[src/rtl/bpsk_mod_frame.sv]
// BPSK/DBPSK frame modulator: serialises a latched frame MSB-first onto a signed sine-LUT sample stream.
// Optional preamble is enabled by defining BPSK_MOD_FRAME_PREAMBLE_EN.
module bpsk_mod_frame #(
  parameter int unsigned NUM_WORDS = 16,
  parameter int unsigned WORD_W    = 32,
  parameter int unsigned OUT_W     = 8,
  parameter int unsigned SPS_LOG2  = 4,
  parameter int unsigned DIV_W     = 3,
  parameter int unsigned PRE_LEN   = 8
) (
  input  logic                          Clk,
  input  logic                          Reset,
  input  logic                          Start,
  input  logic                          Mode,
  input  logic [DIV_W-1:0]              OutDiv,
  input  logic [NUM_WORDS*WORD_W-1:0]   Data,
  output logic                          Busy,
  output logic                          Done,
  output logic                          OutValid,
  output logic signed [OUT_W-1:0]       Out
);

  localparam int unsigned SPS   = 2**SPS_LOG2;
  localparam int unsigned NBITS = NUM_WORDS*WORD_W;
`ifdef BPSK_MOD_FRAME_PREAMBLE_EN
  localparam int unsigned TOTAL = PRE_LEN + NBITS;
  localparam int unsigned PRE_W = (PRE_LEN > 0) ? $clog2(PRE_LEN+1) : 1;
`else
  localparam int unsigned TOTAL = NBITS;
`endif
  localparam int unsigned SYM_W = (TOTAL > 1) ? $clog2(TOTAL) : 1;

  // Upper half is the exact negation of the lower half, keeping the table symmetric.
  function automatic logic [SPS*OUT_W-1:0] build_lut();
    real pi, amp, x, term, s;
    int v;
    logic signed [OUT_W-1:0] e;
    logic [SPS*OUT_W-1:0] t;
    pi  = 3.14159265358979323846;
    amp = 1.0;
    for (int unsigned i = 0; i < OUT_W-1; i++) amp = amp * 2.0;
    amp = amp - 1.0;
    t = '0;
    for (int unsigned k = 0; k < SPS/2; k++) begin
      x    = 2.0 * pi * real'(k) / real'(SPS);
      term = x;
      s    = x;
      for (int unsigned n = 1; n < 20; n++) begin
        term = -term * x * x / (real'(2*n) * real'(2*n+1));
        s    = s + term;
      end
      s = s * amp;
      v = (s >= 0.0) ? $rtoi(s + 0.5) : -$rtoi(0.5 - s);
      e = v[OUT_W-1:0];
      t[k*OUT_W +: OUT_W]         = e;
      t[(k+SPS/2)*OUT_W +: OUT_W] = -e;
    end
    return t;
  endfunction

  localparam logic [SPS*OUT_W-1:0] LUT = build_lut();

  typedef enum logic [1:0] {IDLE, TX, DONE} state_t;

  state_t              state_q, state_d;
  logic [NBITS-1:0]    data_q, data_d, ser_in;
  logic                mode_q, mode_d;
  logic [DIV_W-1:0]    div_q, div_d, div_cnt_q, div_cnt_d;
  logic [SPS_LOG2-1:0] k_q, k_d;
  logic [SYM_W-1:0]    sym_q, sym_d;
  logic                txp_q, txp_d;
  logic                tx;
  logic signed [OUT_W-1:0] sample;
`ifdef BPSK_MOD_FRAME_PREAMBLE_EN
  logic [PRE_W-1:0]    pre_q, pre_d;
  logic                pre_tx_q, pre_tx_d;
  logic                in_pre;
`endif

  // Word 0 lands in the top bits so the frame shifts out from the MSB.
  always_comb begin
    ser_in = '0;
    for (int unsigned i = 0; i < NUM_WORDS; i++)
      ser_in[(NUM_WORDS-1-i)*WORD_W +: WORD_W] = Data[i*WORD_W +: WORD_W];
  end

  always_comb begin
    state_d   = state_q;
    data_d    = data_q;
    mode_d    = mode_q;
    div_d     = div_q;
    div_cnt_d = div_cnt_q;
    k_d       = k_q;
    sym_d     = sym_q;
    txp_d     = txp_q;
    Busy      = 1'b0;
    Done      = 1'b0;
    OutValid  = 1'b0;
    Out       = '0;
    sample    = LUT[int'(k_q)*OUT_W +: OUT_W];
    tx        = mode_q ? (txp_q ^ ~data_q[NBITS-1]) : data_q[NBITS-1];
`ifdef BPSK_MOD_FRAME_PREAMBLE_EN
    pre_d    = pre_q;
    pre_tx_d = pre_tx_q;
    in_pre   = (pre_q != '0);
    if (in_pre) tx = pre_tx_q;
`endif
    unique case (state_q)
      IDLE: begin
        if (Start) begin
          data_d    = ser_in;
          mode_d    = Mode;
          div_d     = OutDiv;
          div_cnt_d = '0;
          k_d       = '0;
          sym_d     = '0;
          txp_d     = 1'b1;
`ifdef BPSK_MOD_FRAME_PREAMBLE_EN
          pre_d     = PRE_W'(PRE_LEN);
          pre_tx_d  = 1'b1;
`endif
          state_d   = TX;
        end
      end
      TX: begin
        Busy     = 1'b1;
        OutValid = (div_cnt_q == '0);
        Out      = tx ? sample : -sample;
        if (div_cnt_q == div_q) begin
          div_cnt_d = '0;
          k_d       = k_q + 1'b1;
          if (k_q == '1) begin
            txp_d = tx;
            sym_d = sym_q + 1'b1;
`ifdef BPSK_MOD_FRAME_PREAMBLE_EN
            if (in_pre) begin
              pre_d    = pre_q - 1'b1;
              pre_tx_d = ~pre_tx_q;
            end else begin
              data_d = data_q << 1;
            end
`else
            data_d = data_q << 1;
`endif
            if (sym_q == SYM_W'(TOTAL-1)) state_d = DONE;
          end
        end else begin
          div_cnt_d = div_cnt_q + 1'b1;
        end
      end
      DONE: begin
        Done    = 1'b1;
        state_d = IDLE;
      end
      default: state_d = IDLE;
    endcase
  end

  always_ff @(posedge Clk or posedge Reset) begin
    if (Reset) begin
      state_q   <= IDLE;
      data_q    <= '0;
      mode_q    <= 1'b0;
      div_q     <= '0;
      div_cnt_q <= '0;
      k_q       <= '0;
      sym_q     <= '0;
      txp_q     <= 1'b0;
`ifdef BPSK_MOD_FRAME_PREAMBLE_EN
      pre_q     <= '0;
      pre_tx_q  <= 1'b0;
`endif
    end else begin
      state_q   <= state_d;
      data_q    <= data_d;
      mode_q    <= mode_d;
      div_q     <= div_d;
      div_cnt_q <= div_cnt_d;
      k_q       <= k_d;
      sym_q     <= sym_d;
      txp_q     <= txp_d;
`ifdef BPSK_MOD_FRAME_PREAMBLE_EN
      pre_q     <= pre_d;
      pre_tx_q  <= pre_tx_d;
`endif
    end
  end

endmodule

[config.mk]
export PLATFORM = sky130hd
export DESIGN_NAME = bpsk_mod_frame
export DESIGN_NICKNAME = d
export VERILOG_FILES = /design/src/rtl/bpsk_mod_frame.sv
export SDC_FILE = /design/constraint.sdc
export NUM_CORES = 2
export LEC_CHECK = 0
export ABC_AREA = 1
export CAP_MARGIN = 20
export CORE_ASPECT_RATIO = 1.5
export CORE_MARGIN = 10
export CORE_UTILIZATION = 50
export CTS_CLUSTER_SIZE = 30
export DETAILED_ROUTE_END_ITERATION = 10
export PLACE_DENSITY = 0.82
export SLEW_MARGIN = 20
export SYNTH_ARGS = -nofsm -noshare
export SYNTH_HDL_FRONTEND = slang
export SYNTH_SLANG_ARGS = --single-unit
[constraint.sdc]
create_clock -name Clk -period 20.5 [get_ports Clk]
set_clock_uncertainty 0.2 [all_clocks]
set_input_delay 3.075 -clock Clk [delete_from_list [all_inputs] [get_ports Clk]]
set_output_delay 3.075 -clock Clk [all_outputs]
set_load 0.01 [all_outputs]
==> run_results.csv <==
group,metric,value,unit
outcome,outcome,"complete, no violations",
sta,timing.setup.tns,0,ns
cts,total_number_of_h_tree_levels,2,
logic_synthesis,synth-main-ff-cell,"dfrtp_1",
cts,cts_tree,"built",
drt,routed_via_density,5.21,
worst_setup_path,regToRegStartpoint,"state_q[0]",
cts,clk_latency,0.60,ns
global_routing,antenna_found_initial,30,
place,gp_routability_congestion,0.848,
logic_synthesis,mappedNetlistNets,4629,
place,numPortBuffers,529,
worst_hold_path,hold_class,"reg2reg",
logic_synthesis,async_reset_ff_share,100,%
logic_synthesis,netlist_instances,4099,
cts,ctsRootBufferMaster,"clkbuf_16",
pwr,powerDensity,80.5,nW/um^2
sta,worst_slew_pin_slew,1.19,ns
place,dp_hpwl,53500,um
floorplan,placement_rows,106,
worst_setup_path,critical_path_required,17.23,ns
cells_and_area,layout-drive-gt1-share,2.83,%
pwr,power_leakage,19.3,nW
floorplan,fp.dieW,213,um
worst_setup_path,critPathMaxFanout,143,
drt,drt_iter0_drc,2990,
worst_setup_path,nature_of_the_critical_path_endpoint,"output port",
logic_synthesis,syn_area_per_cell,6.83,um^2
global_routing,grt.total_usage,24.8,%
logic_synthesis,synth.largest_area_cell,"dfrtp_1",
cells_and_area,finalInstanceArea,34800,um^2
cts,cts_max_path_buffers,3,
worst_setup_path,cp_cell_sequence,"inv_1, nor2_4, buf_4, inv_8, nor2_1, clkdlybuf4s50_1",
sta,max_freq,0.143,GHz
worst_setup_path,cp_slowest_cell,"buf_4",
cts,clk_pin_slew_worst_paths,0.07,ns
logic_synthesis,synth_cell_types,27,
drt,avgRoutedWirePerCell,16.2,um
global_routing,grt.met2_usage,38.6,%
global_routing,grt.met3_usage,5.57,%
drt,route.final.wire_length,84200,um
floorplan,die_area,66000,um^2
worst_setup_path,worst_path_largest_cell_delay,0.75,ns
logic_synthesis,synth.top_cells.by_count,"nand2_1 (2619), dfrtp_1 (535), nand3_1 (534)",
cts,postCtsSetupRepairBufs,0,
sta,layout_worst_path_cycle_share,34.1,%
worst_setup_path,critical_path.startpoint_type,"flop",
sta,setup_repair_after_global_routing_missed_its_margin,"false",
sta,slew-limit-headroom,20.4,%
logic_synthesis,yosys_register_bits,535,
drt,antenna_violating_nets_left,0,
global_routing,grt_max_degree,245,
cells_and_area,nets,4948,
floorplan,chipHeight,310,um
logic_synthesis,synth_cell_area,28000,um^2
floorplan,start_util,50.3,%
sta,finalHoldViolations,0,
cts,cts_inserted_buffers,51,
drt,detailedRoute.firstPassIterationCount,6,
worst_setup_path,setup.worst_path.class,"reg2out",
logic_synthesis,yosys-top-cells-area,"dfrtp_1 (48%), nand2_1 (35%), nand3_1 (9.6%), buf_2 (3.8%), clkbuf_1 (0.93%)",
sta,slew_viol_final,0,
global_routing,grt_pass1_vias,25900,
cells_and_area,area.growth.synth_to_final,24.5,%
sta,setup_violations,0,
cells_and_area,filler_cell_count,4868,
logic_synthesis,synth_top_cell_area_share,47.9,%
cts,cts_hold_buf,0,
global_routing,most_crowded_layer_after_global_routing,"met2",
place,dpl-instance-area,33100,um^2
worst_hold_path,hold_path_startpoint,"data_q[426]",
worst_setup_path,crit_start,"state_q[0]",
flow_run,maxCapViolations,0,
logic_synthesis,synth_edf_count,0,
floorplan,core_area,55600,um^2
drt,via_count,27100,
drt,drt_drc_violations_left,0,
floorplan,floorplan.io_pins,530,
cts,cts_sinks,535,
global_routing,grt_first_pass_wirelength,135000,um
global_routing,grt.met1_usage,32.6,%
cts,cts_resized,0,
global_routing,gr-total-overflow,0,
worst_setup_path,critPathArrivalTime,3.71,ns
logic_synthesis,fraction_of_the_yosys_area_taken_by_sequential_cells,47.9,%
logic_synthesis,synthesis.yosys.warnings,0,
sta,period_minus_slack,6.98,ns
pwr,worst_ir_drop_vdd,0.142,mV
logic_synthesis,yosys.cell_count.top_type,"nand2_1",
## cells by family (layout without fill, tap and decap cells)
logic type	after synthesis	in the layout	share of synthesized area [%]
AOI/OAI and AO/OA	38	38	0.733
xor gates and xnor gates	7	7	0.219
adders and majority gates	11	11	0.492
buffers and inverters	317	678	5.28
DFF	535	535	47.9
muxes	4	4	0.161
other	0	29	0
and+or+nand+nor	3187	3187	45.3
## placed cells by master (no fill, tap or decap), drive strengths merged
cell type | Yosys | layout
a31oi | 1 | 1
nand3 | 534 | 534
a32o | 1 | 1
ha | 11 | 11
clkinv | 0 | 14
inv | 28 | 30
buf | 220 | 26
nand4 | 1 | 1
xnor2 | 4 | 4
o31ai | 1 | 1
diode | 0 | 29
dfrtp | 535 | 535
clkdlybuf4s50 | 0 | 529
nand3b | 1 | 1
or2 | 3 | 3
a21oi | 10 | 10
nand2 | 2620 | 2620
mux2 | 4 | 4
bufinv | 0 | 3
xor2 | 3 | 3
a21o | 1 | 1
clkinvlp | 0 | 6
nor2 | 28 | 28
clkbuf | 69 | 70
o21ai | 24 | 24
## routing by layer
metal / vias to the layer above / share of wire, %
met1: 12700 / 41
li1: 13300 / -
met3: 145 / 7.4
met2: 890 / 48
met4: 8 / 3.3
met5: - / 0.059
## power breakdown
part | total [mW] | switching, mW | internal [mW]
clock | 0.970 | 0.433 | 0.537
sequential | 1.20 | 0.0581 | 1.14
combinational | 0.634 | 0.393 | 0.241
## worst max-delay path, delay by kind of cell (launching register included)
kind | cells | cell delay [ns]
flip-flops | 1 | 0.43
AND/OR/NAND/NOR | 2 | 0.80
buffers and inverters | 4 | 1.82
## flip-flops by register name (all words and copies together) (netlist names)
| name | count |
|---|---|
| data_q | 512 |
| div_cnt_q | 3 |
| div_q | 3 |
| k_q | 4 |
| mode_q | 1 |
| state_q | 2 |
| sym_q | 9 |
| txp_q | 1 |
## final timing paths
path | slack, ns | depth (start not counted) | to
max in group asynchronous | 15.05 | 4 | data_q[148]
worst min register to register | 0.27 | 2 | data_q[426]
min in group asynchronous | 2.90 | 2 | data_q[341]
worst max register to register | 14.43 | 12 | data_q[258]
worst min-delay path | 0.27 | 2 | data_q[426]
worst max-delay path | 13.52 | 6 | Out[0]
## area by class of cell
class	count	area, um^2	share of cell area [%]
antenna	29	72.6	0.208
multi-input combinational	3247	13100	37.7
tap	702	878	2.52
timing repair buffer	555	5540	15.9
sequential	535	13400	38.4
clock buffer	70	1450	4.16
inverter	28	120	0.345
clock inverter	25	245	0.704
## metrics by stage
stage / worst slack, ns / hold WS, ns / std cells / power (mW) / util, %
floorplan: 2.27 / 0.242 / 4099 / 1.62 / -
CTS: 13.42 / 0.273 / 5162 / 2.82 / 62.5
global route: 13.22 / 0.285 / 5187 / 2.95 / 62.7
global placement: 13.35 / 0.253 / 5067 / 1.84 / 59.5
detailed placement: 13.31 / 0.258 / 5067 / 1.85 / 59.5
finish: 13.52 / 0.269 / 5191 / 2.81 / 62.7
Note: power is estimated with default switching activity, not from simulation.
